File: src/rtl/sdmac_arb_pkg.sv
// Shared types and default sizing for the DMA bus-mastership arbiter.
package sdmac_arb_pkg;

    typedef enum logic [2:0] {
        ST_IDLE      = 3'd0,
        ST_REQ       = 3'd1,
        ST_WAIT_FREE = 3'd2,
        ST_OWN       = 3'd3,
        ST_RELEASE   = 3'd4,
        ST_HOLDOFF   = 3'd5
    } arbState_t;

    localparam int DEF_MAX_BEATS = 16;
    localparam int DEF_HOLDOFF   = 4;
    localparam int DEF_CNT_W     = 5;

endpackage

File: src/rtl/bus_sync2.sv
// Two-flop synchroniser for an active-low asynchronous bus signal.
// Both flops reset to 1 so the synchronised view starts out deasserted.
module bus_sync2 (
    input  logic i_clk,
    input  logic i_reset,
    input  logic i_async,
    output logic o_sync
);

    logic r_meta;
    logic r_sync;

    // Shift the async level through two flops to settle metastability
    always_ff @(posedge i_clk) begin
        if (i_reset) begin
            r_meta <= 1'b1;
            r_sync <= 1'b1;
        end else begin
            r_meta <= i_async;
            r_sync <= r_meta;
        end
    end

    assign o_sync = r_sync;

endmodule

File: src/rtl/dma_bus_arbiter.sv
// 68030 bus-mastership sequencer for the DMA engine: runs the BR_/BG_/BGACK_
// handshake, waits for a free bus, grants a bounded tenure of transfers and
// then forces a holdoff so the host CPU gets the bus back.
// All outputs are registered and decoded from the next state.
module dma_bus_arbiter
    import sdmac_arb_pkg::*;
#(
    parameter int MAX_BEATS = DEF_MAX_BEATS,
    parameter int HOLDOFF   = DEF_HOLDOFF,
    parameter int CNT_W     = DEF_CNT_W
) (
    input  logic             i_clk,
    input  logic             i_reset,
    input  logic             i_dmaena,
    input  logic             i_xfer_req,
    input  logic             i_xfer_done,
    input  logic             i_cycle_active,
    input  logic             i_bg_n,
    input  logic             i_as_n,
    input  logic             i_bgack_n,
    output logic             o_br_n,
    output logic             o_bgack_out,
    output logic             o_own,
    output logic             o_last,
    output logic [CNT_W-1:0] o_tenure_cnt
);

    localparam int HOLD_W = (HOLDOFF > 1) ? $clog2(HOLDOFF) : 1;
    localparam logic [HOLD_W-1:0] HOLD_LAST = HOLD_W'(HOLDOFF - 1);
    localparam logic [CNT_W-1:0]  CNT_MAX   = CNT_W'(MAX_BEATS);
    localparam logic [CNT_W-1:0]  CNT_LAST  = CNT_W'(MAX_BEATS - 1);

    arbState_t         r_state;
    arbState_t         w_nextState;
    logic [CNT_W-1:0]  r_tenureCnt;
    logic [CNT_W-1:0]  w_tenureNext;
    logic [HOLD_W-1:0] r_holdCnt;
    logic              r_brN;
    logic              r_bgackOut;
    logic              r_own;
    logic              r_last;
    logic              w_sBgN;
    logic              w_sAsN;
    logic              w_sBgackN;
    logic              w_atLast;
    logic              w_enterOwn;
    logic              w_counting;

    bus_sync2 u_syncBg    (.i_clk(i_clk), .i_reset(i_reset), .i_async(i_bg_n),    .o_sync(w_sBgN));
    bus_sync2 u_syncAs    (.i_clk(i_clk), .i_reset(i_reset), .i_async(i_as_n),    .o_sync(w_sAsN));
    bus_sync2 u_syncBgack (.i_clk(i_clk), .i_reset(i_reset), .i_async(i_bgack_n), .o_sync(w_sBgackN));

    assign w_atLast   = (r_tenureCnt == CNT_LAST);
    assign w_enterOwn = (r_state != ST_OWN) && (w_nextState == ST_OWN);
    assign w_counting = (r_state == ST_OWN) || (r_state == ST_RELEASE);

    // Next-state decision for the mastership handshake and tenure lifecycle
    always_comb begin
        w_nextState = r_state;
        case (r_state)
            ST_IDLE: begin
                if (i_dmaena && i_xfer_req) w_nextState = ST_REQ;
            end
            ST_REQ: begin
                if (!w_sBgN)                         w_nextState = ST_WAIT_FREE;
                else if (!i_dmaena || !i_xfer_req)   w_nextState = ST_IDLE;
            end
            ST_WAIT_FREE: begin
                if (w_sAsN && w_sBgackN)             w_nextState = ST_OWN;
                else if (w_sBgN)                     w_nextState = ST_REQ;
                else if (!i_dmaena)                  w_nextState = ST_IDLE;
            end
            ST_OWN: begin
                if ((i_xfer_done && w_atLast) || !i_dmaena || (!i_xfer_req && !i_cycle_active))
                    w_nextState = ST_RELEASE;
            end
            ST_RELEASE: begin
                if (!i_cycle_active) w_nextState = ST_HOLDOFF;
            end
            ST_HOLDOFF: begin
                if (r_holdCnt == HOLD_LAST) w_nextState = ST_IDLE;
            end
            default: w_nextState = ST_IDLE;
        endcase
    end

    // Tenure count: cleared on entering OWN, counts completed beats while owning or draining, saturates
    always_comb begin
        w_tenureNext = r_tenureCnt;
        if (w_enterOwn)
            w_tenureNext = '0;
        else if (w_counting && i_xfer_done && (r_tenureCnt != CNT_MAX))
            w_tenureNext = r_tenureCnt + CNT_W'(1);
    end

    // State register with outputs decoded from the next state so nothing is combinational to the pins
    always_ff @(posedge i_clk) begin
        if (i_reset) begin
            r_state     <= ST_IDLE;
            r_tenureCnt <= '0;
            r_brN       <= 1'b1;
            r_bgackOut  <= 1'b0;
            r_own       <= 1'b0;
            r_last      <= 1'b0;
        end else begin
            r_state     <= w_nextState;
            r_tenureCnt <= w_tenureNext;
            r_brN       <= !((w_nextState == ST_REQ) || (w_nextState == ST_WAIT_FREE));
            r_bgackOut  <= (w_nextState == ST_OWN) || (w_nextState == ST_RELEASE);
            r_own       <= (w_nextState == ST_OWN);
            r_last      <= (w_nextState == ST_OWN) && (w_tenureNext == CNT_LAST);
        end
    end

    // Holdoff timer runs only while parked in HOLDOFF and is zero on every entry
    always_ff @(posedge i_clk) begin
        if (i_reset)
            r_holdCnt <= '0;
        else if ((r_state == ST_HOLDOFF) && (w_nextState == ST_HOLDOFF))
            r_holdCnt <= r_holdCnt + HOLD_W'(1);
        else
            r_holdCnt <= '0;
    end

    assign o_br_n       = r_brN;
    assign o_bgack_out  = r_bgackOut;
    assign o_own        = r_own;
    assign o_last       = r_last;
    assign o_tenure_cnt = r_tenureCnt;

endmodule

File: config.mk
export PLATFORM = sky130hd
export DESIGN_NAME = dma_bus_arbiter
export DESIGN_NICKNAME = d
export VERILOG_FILES = /design/src/rtl/sdmac_arb_pkg.sv /design/src/rtl/bus_sync2.sv /design/src/rtl/dma_bus_arbiter.sv
export SDC_FILE = /design/constraint.sdc
export NUM_CORES = 1
export LEC_CHECK = 0
export CELL_PAD_IN_SITES_DETAIL_PLACEMENT = 1
export CELL_PAD_IN_SITES_GLOBAL_PLACEMENT = 1
export CORE_UTILIZATION = 41
export CTS_CLUSTER_SIZE = 25
export DETAILED_ROUTE_END_ITERATION = 12
export GPL_TIMING_DRIVEN = 0
export PLACE_DENSITY_LB_ADDON = 0.1
export RECOVER_POWER = 100
export SKIP_LAST_GASP = 1
export SLEW_MARGIN = 20
export SYNTH_ARGS = -nofsm -noshare
export SYNTH_HDL_FRONTEND = slang
export SYNTH_SLANG_ARGS = --single-unit
File: constraint.sdc
create_clock -name i_clk -period 5.4 [get_ports i_clk]
set_clock_uncertainty 0.1 [all_clocks]
set_input_delay 1.08 -clock i_clk [delete_from_list [all_inputs] [get_ports i_clk]]
set_output_delay 1.08 -clock i_clk [all_outputs]
set_load 0.005 [all_outputs]
==> results.txt, run 1 <==
status: finished, final reports clean
crit-path max FO: 4
io pins: 18
pwr/cell area: 223.0 nW/um^2
RSZ-0062 raised after global routing: no
Worst Path Arrival: 3.24 ns
Synth Area in Simple Gates: 0.2606
Worst-Margin Slew: 1.157 ns
die area: 2576 sq um
post-CTS setup buffer count: 0
vias in the first global route: 798
crit start category: input port
vias: 805
area taken by multi-input logic gates: 485.5 sq um
area growth from synthesis to layout: 20.67%
final instance area: 1176 sq um
CTS HTree Levels: 1
Lkg Pwr: 0.4771 nW
leading area contributor after synthesis: dfxtp_1
ys flop type: dfxtp_1
synth warn: 0
Clk pin slew, worst setup/hold paths: 0.12 ns
routability cong.: 0.8024
dominant cells by area after synthesis: dfxtp_1, ha_1, nor2_1
CTS Hold Bufs: 0
drt first-iter violations: 3
routed wl met3: 50 um
max layer used: met4
DPL Wire Length: 1698 um
Synth top cells by count: dfxtp_1, nor2_1, inv_1
Die W: 50.76 um
DP Cell Count: 147
Seq/Total Area, Yosys: 0.4108
post-route clock period utilization: 0.5827
Setup TNS: 0 ns
I/O Buffers: 17
Initial Utilization: 0.4364
Mapped Cells: 102
Vias per Instance: 5.331
Yosys reg bits: 20
largest net degree at the start of global routing: 12
routed length on met1: 1103 um
relative slew slack: 0.2090
first-pass GRT wire length: 3677 um
Resize count post-CTS: 0
Final nets: 137
multiplexer share of the synthesized area: 0.02054
Routed WL per cell: 14.79 um
top-count cell post-synth: dfxtp_1
Tot GR Track Use: 0.1972
Core Area: 2233 sq um
number of library cell types mapped by synthesis: 40
DRC: 0
DRT Wirelength: 2234 um
DP Area: 1180 sq um
die height: 50.76 um
CTS root buf: clkbuf_4
largest family of logic cells by synthesized area: simple AND/OR/NAND/NOR gates
Avg Synthesized Cell Area: 9.556 sq um
worst hold path type: flop to flop
EDFF count, synth: 0
Final Hold Vio Count: 0
Clk Latency, worst-skew pair: 0.30 ns
total CTS buffers: 3
maximum clock insertion buffer count: 2
Power, Total: 0.0002623 W
CTS tree: done
Net Count, Synth: 115
Rows: 17
number of diodes: 0
met2 WL post-DR: 1045 um
Worst setup EP type: flop
kind of critical path: input port to flop
FF+latch area: 400.4 sq um
cell area after synthesis: 974.7 sq um
max-cap viol count: 0
area fraction of the dominant cell type after synthesis: 0.4108
max FFs per register: 5
Antenna Nets Post-Route: 0
Fillers: 275
Period minus WS final: 3.147 ns
async set-reset flop share out of synthesis: 0
initial antenna violation count: 0
final setup vio count: 0
First-pass DRT Iterations: 4
peak supply drop: 0.1573 mV
fin cells: 151
xor-xnor portion of the synthesized cell area: 0.02696
gr ovfl total: 0
CTS sink count: 20
post-synthesis compound-gate area fraction: 0.1797
share of layout cells above drive strength 1: 0.1301
worst path required time: 5.50 ns
Slew Limit Fails: 0
Post-Synth Adder-Cell Area: 0.05135
Peak Freq: 317.8 MHz
## cell families after synthesis
kind of cell / after synthesis
AND/OR/NAND/NOR: 43
flip-flops: 20
AO/OA/AOI/OAI: 19
buffers and inverters: 11
adder cells (fa/ha/maj): 4
XOR/XNOR: 3
multiplexers: 2
## area by class of cell
| class | instances | share of cell area |
|---|---|---|
| sequential | 20 | 0.3404 |
| clock buffer | 4 | 0.03085 |
| multi-input combinational | 71 | 0.4128 |
| buffer | 2 | 0.01277 |
| inverter | 9 | 0.02872 |
| timing repair buffer | 17 | 0.1447 |
| tap | 28 | 0.02979 |
## through the flow
stage | setup slack, ns | utilization | hold WS, ns
after global routing | 2.082 | 0.5266 | 0.3446
after global placement | 2.628 | 0.5283 | 0.2917
after detailed placement | 2.571 | 0.5283 | 0.3068
final | 2.253 | 0.5266 | 0.3292
after CTS | 2.843 | 0.5445 | 0.3356
after floorplan | 3.237 | - | 0.2895
## power by group
group / switching [W] / total [W] / internal [W]
clock: 0.0000476 / 0.0000887 / 0.0000411
sequential: 0.00000162 / 0.000153 / 0.000151
combinational: 0.00000913 / 0.0000210 / 0.0000118
## layout by cell type, fill, tap and decap left out, drive strengths merged, types with 2 or more instances in the layout
| cell | n |
|---|---|
| nor4 | 3 |
| nand2b | 3 |
| nor2b | 2 |
| xnor2 | 2 |
| ha | 4 |
| mux2i | 2 |
| dfxtp | 20 |
| clkdlybuf4s50 | 5 |
| or2 | 6 |
| dlygate4sd3 | 12 |
| nor3 | 2 |
| inv | 9 |
| o21ai | 2 |
| a211oi | 5 |
| nand3b | 3 |
| a21oi | 2 |
| clkbuf | 5 |
| nor2 | 12 |
| nand3 | 2 |
| nand2 | 4 |
## critical path: stages
cell	delay, ns
dlygate4sd3_1	0.56
nand2_1	0.09
o211a_1	0.15
a2111oi_0	0.98
nor2_1	0.18
nor4b_1	0.21
## metal layers
metal	vias up	GRT usage
li1	403	-
met1	385	0.2426
met2	13	0.3267
met3	4	0.03636
met4	0	0.09722
met5	-	0
## worst paths after layout
check | from | end | slack [ns] | cells past startpoint
max | i_xfer_done | o_last | 2.25 | 6
min | u_syncAs.r_meta | u_syncAs.o_sync | 0.33 | 1
max reg2reg | o_tenure_cnt[1] | o_last | 2.55 | 8
min reg2reg | u_syncAs.r_meta | u_syncAs.o_sync | 0.33 | 1
Note: power is estimated with default switching activity, not from simulation.
==> run 2, diff against run 1 <==
--- a/config.mk
+++ b/config.mk
@@ -7,7 +7,7 @@
 export LEC_CHECK = 0
 export CELL_PAD_IN_SITES_DETAIL_PLACEMENT = 1
 export CELL_PAD_IN_SITES_GLOBAL_PLACEMENT = 1
-export CORE_UTILIZATION = 41
+export CORE_UTILIZATION = 38
 export CTS_CLUSTER_SIZE = 25
 export DETAILED_ROUTE_END_ITERATION = 12
 export GPL_TIMING_DRIVEN = 0
==> constraint.sdc (replaced) <==
create_clock -name i_clk -period 3.2 [get_ports i_clk]
set_clock_uncertainty 0.1 [all_clocks]
set_input_delay 0.64 -clock i_clk [delete_from_list [all_inputs] [get_ports i_clk]]
set_output_delay 0.64 -clock i_clk [all_outputs]
set_load 0.005 [all_outputs]
==> run 2 against run 1 <==
  * Cell count unchanged
  * Global-route usage down 1.2 points
  * Core utilization down 0.26 points
  * Total power up 91%
  * Sequential power increased by 68%
  * Critical path type is now flop to flop
  * Routed wire length is 3.9% lower
  * Sequential share of layout area fell by 1.1 points
  * Via count shrank 2.4%
  * Sequential cell count stayed put
  * Combinational power up 80%
  * Critical endpoint is now o_tenure_cnt[0]
  * First-iteration DRC count rose by 100%
==> results.txt, run 2 (same netlist as run 1, synthesis figures left out) <==
status: finished, final reports clean (unchanged)
area growth from synthesis to layout: 24.65% (was 20.67%)
Die W: 52.65 um (was 50.76 um)
vias: 786 (was 805)
Clk Latency, worst-skew pair: 0.30 ns (about the same)
worst path required time: 3.31 ns (was 5.50 ns)
gr ovfl total: 0 (unchanged)
Core Area: 2318 sq um (was 2233 sq um)
post-CTS setup buffer count: 0 (unchanged)
post-route clock period utilization: 0.7795
Routed WL per cell: 14.21 um (was 14.79 um)
crit start category: flop (was input port)
Tot GR Track Use: 0.1851 (was 0.1972)
peak supply drop: 0.2872 mV (was 0.1573 mV)
Buf+Inv Stages, Crit Path: 1 (unchanged)
Worst Hold Path Cells: 1 (unchanged)
relative slew slack: 0.4374 (was 0.2090)
worst reg-to-reg path cell count: 6 (was 8)
delay-heaviest family, CP: compound AO/OA/AOI/OAI gates (unchanged)
die area: 2772 sq um (was 2576 sq um)
Vias per Instance: 5.205 (was 5.331)
Setup TNS: 0 ns (unchanged)
First-pass DRT Iterations: 4 (unchanged)
share of layout cells above drive strength 1: 0.1382 (was 0.1301)
max-cap viol count: 0 (unchanged)
Finished Core Util: 0.5240 (was 0.5266)
Worst setup EP type: flop (unchanged)
crit-path max cell delay: 0.69 ns (was 0.98 ns)
routed length on met1: 1064 um (was 1103 um)
Peak Freq: 400.9 MHz
Final Hold Vio Count: 0 (unchanged)
DPL Wire Length: 1619 um (was 1698 um)
CTS Hold Bufs: 0 (unchanged)
most frequent cells in the layout: dfxtp_1, nor2_1, dlygate4sd3_1 (was dfxtp_1, dlygate4sd3_1, nor2_1)
crit-path max FO: 10 (was 4)
CTS root buf: clkbuf_4 (unchanged)
CTS tree: done (unchanged)
Rows: 17 (unchanged)
Lkg Pwr: 0.4853 nW (was 0.4771 nW)
io pins: 18 (unchanged)
Final nets: 137 (unchanged)
CTS sink count: 20 (unchanged)
pwr/cell area: 412.8 nW/um^2 (was 223.0 nW/um^2)
Worst path depth: 6 (unchanged)
Initial Utilization: 0.4204 (was 0.4364)
max FFs per register: 5 (unchanged)
Worst-Margin Slew: 0.8364 ns (was 1.157 ns)
DRC: 0 (unchanged)
vias in the first global route: 796 (was 798)
drt first-iter violations: 6 (was 3)
routability cong.: 0.8288 (was 0.8024)
leading cell type in the layout, fill and taps excluded: dfxtp_1 (unchanged)
first-pass GRT wire length: 3532 um (was 3677 um)
Slew Limit Fails: 0 (unchanged)
Resize count post-CTS: 0 (unchanged)
kind of critical path: flop to flop (was input port to flop)
die height: 52.65 um (was 50.76 um)
Critical-path top delay cell: a21boi_0 (was a2111oi_0)
Antenna Nets Post-Route: 0 (unchanged)
I/O Buffers: 17 (unchanged)
DRT Wirelength: 2146 um (was 2234 um)
worst hold path type: flop to flop (unchanged)
max layer used: met4 (unchanged)
initial antenna violation count: 0 (unchanged)
routed wl met3: 74 um (was 50 um)
Worst Path Arrival: 2.60 ns (was 3.24 ns)
met2 WL post-DR: 992 um (was 1045 um)
Period minus WS final: 2.494 ns
total CTS buffers: 3 (unchanged)
Clk pin slew, worst setup/hold paths: 0.11 ns (was 0.12 ns)
CTS HTree Levels: 1 (unchanged)
final setup vio count: 0 (unchanged)
largest net degree at the start of global routing: 13 (was 12)
number of diodes: 0 (unchanged)
RSZ-0062 raised after global routing: no (unchanged)
maximum clock insertion buffer count: 2 (unchanged)
worst-path cell chain: buf_6 -> or3b_1 -> a21boi_0 -> o21ai_0 -> xnor2_1 -> nor2_1 (was dlygate4sd3_1 -> nand2_1 -> o211a_1 -> a2111oi_0 -> nor2_1 -> nor4b_1)
## run 2: cell count changes in the layout (fill, tap and decap cells not counted)
cell	change
clkbuf_8	-1
clkdlybuf4s50_1	+2
dlygate4sd3_1	-2
bufinv_16	+1
or3b_1	+1
a2111oi_0	-1
or3b_4	-1
nor4b_1	-1
nor4b_2	+1
a2111oi_4	+1
## run 2: path summary, 6_finish.rpt
path / start / to / slack, ns
min: u_syncAs.r_meta / u_syncAs.o_sync / 0.32
max: r_state[0] / o_tenure_cnt[0] / 0.71
max reg2reg: r_state[0] / o_tenure_cnt[0] / 0.71
min reg2reg: u_syncAs.r_meta / u_syncAs.o_sync / 0.32
## run 2: power by group
| part | leakage, nW | switching (W) | internal (W) |
|---|---|---|---|
| clock | 0.0279 | 0.0000796 | 0.000127 |
| sequential | 0.163 | 0.00000256 | 0.000255 |
| combinational | 0.294 | 0.0000164 | 0.0000215 |
| total | 0.485 | 0.0000986 | 0.000403 |
## run 2: final cells by class
type                    count  area, sq um
multi-input cells          71        508.0
inverters                   9        33.78
fillers                   280         1104
well taps                  28        35.03
clock buffers               3        22.52
plain buffers               2        15.01
flip-flops and latches     20        400.4
clock inverters             1        30.03
repair buffers             17        170.2
## run 2: stage by stage
step                setup WS (ns)  power (W)  hold slack [ns]  instances  instance area (sq um)
floorplan                   1.244  0.0002829           0.2895        102                  974.7
global placement           0.8606  0.0003012           0.2927        147                   1180
detailed placement         0.8343  0.0003023           0.3021        147                   1180
CTS                        0.9743  0.0005104           0.3325        151                   1232
global route               0.5251  0.0005193           0.3363        151                   1215
finish                     0.7056  0.0005015           0.3244        151                   1215
## run 2: metal layers
metal  vias up  GRT usage
met5         -          0
met4         0    0.04825
met3         2    0.06377
met2        13     0.3038
met1       372     0.2281
li1        399          -
## run 2: worst register-to-register path: stages (launching register included)
cell and delay (ns):
dfxtp_1 0.33, buf_6 0.14, or3b_1 0.40, a21boi_0 0.69, o21ai_0 0.42, xnor2_1 0.26, nor2_1 0.06
==> run 3, diff against run 2 <==
--- a/config.mk
+++ b/config.mk
@@ -7,7 +7,7 @@
 export LEC_CHECK = 0
 export CELL_PAD_IN_SITES_DETAIL_PLACEMENT = 1
 export CELL_PAD_IN_SITES_GLOBAL_PLACEMENT = 1
-export CORE_UTILIZATION = 38
+export CORE_UTILIZATION = 34
 export CTS_CLUSTER_SIZE = 25
 export DETAILED_ROUTE_END_ITERATION = 12
 export GPL_TIMING_DRIVEN = 0
==> constraint.sdc (replaced) <==
create_clock -name i_clk -period 2.2 [get_ports i_clk]
set_clock_uncertainty 0.1 [all_clocks]
set_input_delay 0.44 -clock i_clk [delete_from_list [all_inputs] [get_ports i_clk]]
set_output_delay 0.44 -clock i_clk [all_outputs]
set_load 0.005 [all_outputs]
==> run 3 against run 2 <==
  * Via count up 1.5%
  * Clock power rose by 9%
  * First-iteration DRC count is the same
  * Largest cell class unchanged
  * Highest routed layer unchanged
  * Sequential cell count unchanged
  * Critical path depth rose by 2
==> results.txt, run 3 (same netlist as run 1, synthesis figures left out) <==
crit-path max FO: 5 (was 10)
peak supply drop: 0.3588 mV (was 0.2872 mV)
Fillers: 331 (was 280)
Clk Latency, worst-skew pair: 0.31 ns (was 0.30 ns)
Routed WL per cell: 14.45 um (was 14.21 um)
Final nets: 138 (was 137)
Lkg Pwr: 0.4769 nW (was 0.4853 nW)
area growth from synthesis to layout: 26.06% (was 24.65%)
largest net degree at the start of global routing: 12 (was 13)
relative slew slack: 0.6609 (was 0.4374)
max FFs per register: 5 (unchanged)
DRT Wirelength: 2239 um (was 2146 um)
Period minus WS final: 2.083 ns (was 2.494 ns)
CTS sink count: 20 (unchanged)
die area: 3085 sq um (was 2772 sq um)
max-cap viol count: 0 (unchanged)
DP Cell Count: 150 (was 147)
DPL Wire Length: 1647 um (was 1619 um)
DRC: 0 (unchanged)
Antenna Nets Post-Route: 0 (unchanged)
CTS HTree Levels: 1 (unchanged)
initial antenna violation count: 0 (unchanged)
Peak Freq: 480.1 MHz (was 400.9 MHz)
HP Start: u_syncBg.r_meta (was u_syncAs.r_meta)
Slew Limit Fails: 0 (unchanged)
gr ovfl total: 0 (unchanged)
Tot GR Track Use: 0.1650 (was 0.1851)
worst hold path type: flop to flop (unchanged)
Final Hold Vio Count: 0 (unchanged)
die height: 55.54 um (was 52.65 um)
worst reg-to-reg path cell count: 8 (was 6)
Worst setup EP type: flop (unchanged)
First-pass DRT Iterations: 3 (was 4)
drt first-iter violations: 6 (unchanged)
pwr/cell area: 532.1 nW/um^2 (was 412.8 nW/um^2)
Vias per Instance: 5.148 (was 5.205)
Die W: 55.54 um (was 52.65 um)
most frequent cells in the layout: dfxtp_1, nor2_1, inv_1, clkdlybuf4s50_1, dlygate4sd3_1 (was dfxtp_1, nor2_1, dlygate4sd3_1)
area taken by multi-input logic gates: 526.8 sq um (was 508.0 sq um)
share of layout cells above drive strength 1: 0.1774 (was 0.1382)
Worst Hold Path Cells: 1 (unchanged)
fin cells: 155 (was 151)
R2R Path Start: o_tenure_cnt[0] (was r_state[0])
status: finished, final reports clean (unchanged)
number of diodes: 0 (unchanged)
worst path required time: 2.31 ns (was 3.31 ns)
reg-to-reg endpoint: o_last (was o_tenure_cnt[0])
final setup vio count: 0 (unchanged)
Rows: 19 (was 17)
Clk pin slew, worst setup/hold paths: 0.12 ns (was 0.11 ns)
crit start category: flop (unchanged)
post-route clock period utilization: 0.9467 (was 0.7795)
FF+latch area: 407.9 sq um (was 400.4 sq um)
Worst Path Arrival: 2.19 ns (was 2.60 ns)
CTS tree: done (unchanged)
Reg2Reg Setup Slack: 0.12 ns (was 0.71 ns)
Worst-Margin Slew: 0.5033 ns (was 0.8364 ns)
I/O Buffers: 17 (unchanged)
leading cell type in the layout, fill and taps excluded: dfxtp_1 (unchanged)
vias: 798 (was 786)
routability cong.: 0.7208 (was 0.8288)
Finished Core Util: 0.4494 (was 0.5240)
Initial Utilization: 0.3565 (was 0.4204)
CTS root buf: clkbuf_4 (unchanged)
beginning of the critical path: o_tenure_cnt[0] (was r_state[0])
vias in the first global route: 842 (was 796)
kind of critical path: flop to flop (unchanged)
Core Area: 2734 sq um (was 2318 sq um)
maximum clock insertion buffer count: 2 (unchanged)
total CTS buffers: 3 (unchanged)
Worst setup endpoint: o_last (was o_tenure_cnt[0])
io pins: 18 (unchanged)
CTS Hold Bufs: 0 (unchanged)
first-pass GRT wire length: 3912 um (was 3532 um)
run 3: cell type report:
class | instances | share of cell area
buffer | 2 | 0.006110
clock buffer | 4 | 0.02953
inverter | 9 | 0.02749
multi-input combinational | 71 | 0.4287
sequential | 20 | 0.3320
tap | 31 | 0.03157
timing repair buffer | 18 | 0.1446
run 3: per-stage QoR:
stage          worst slack [ns]  hold WS, ns  total power [W]  setup TNS (ns)  area [sq um]
2_1_floorplan            0.2441       0.2895        0.0004116               0         974.7
3_3_place_gp          -0.007488       0.2915        0.0004391       -0.007488          1184
3_5_place_dp           0.001212       0.2986        0.0004404               0          1184
4_1_cts                 0.02056       0.3281        0.0006645               0          1230
5_1_grt               -0.008791       0.3466        0.0006816       -0.008791          1229
6_report                 0.1173       0.3270        0.0006538               0          1229
run 3: worst min path at each step:
| stage | slack, ns | end |
|---|---|---|
| floorplan | 0.29 | u_syncAs.o_sync |
| detailed placement | 0.30 | u_syncBg.o_sync |
| global route | 0.35 | u_syncAs.o_sync |
| finish | 0.33 | u_syncBg.o_sync |
| CTS | 0.33 | u_syncBgack.o_sync |
| global placement | 0.29 | u_syncAs.o_sync |
run 3: critical path: stages, from the launching register on:
cell and delay, ns:
dfxtp_4 0.39, ha_2 0.21, and3_1 0.18, ha_1 0.14, nand2_1 0.08, o211a_1 0.18
a2111oi_4 0.41, nor2_1 0.12, nor4b_2 0.17
run 3: report_power, final:
group	leakage, nW	switching (W)	internal, W	total (W)
clock network	0.0210	0.000124	0.000101	0.000225
registers	0.165	0.00000393	0.000368	0.000372
logic	0.291	0.0000247	0.0000321	0.0000568
total	0.477	0.000152	0.000501	0.000654
run 3: timing repair:
action	CTS	global route
buffers inserted	0	1
pin swaps	1	1
endpoints found under the setup margin	3	4
resized for setup	4	2
hold endpoints to repair	0	0
run 3: layer usage:
layer,GRT usage,share of wire
met4,0.06071,0.013
met5,0,0
met2,0.2926,0.53
met1,0.1837,0.42
met3,0.05152,0.038
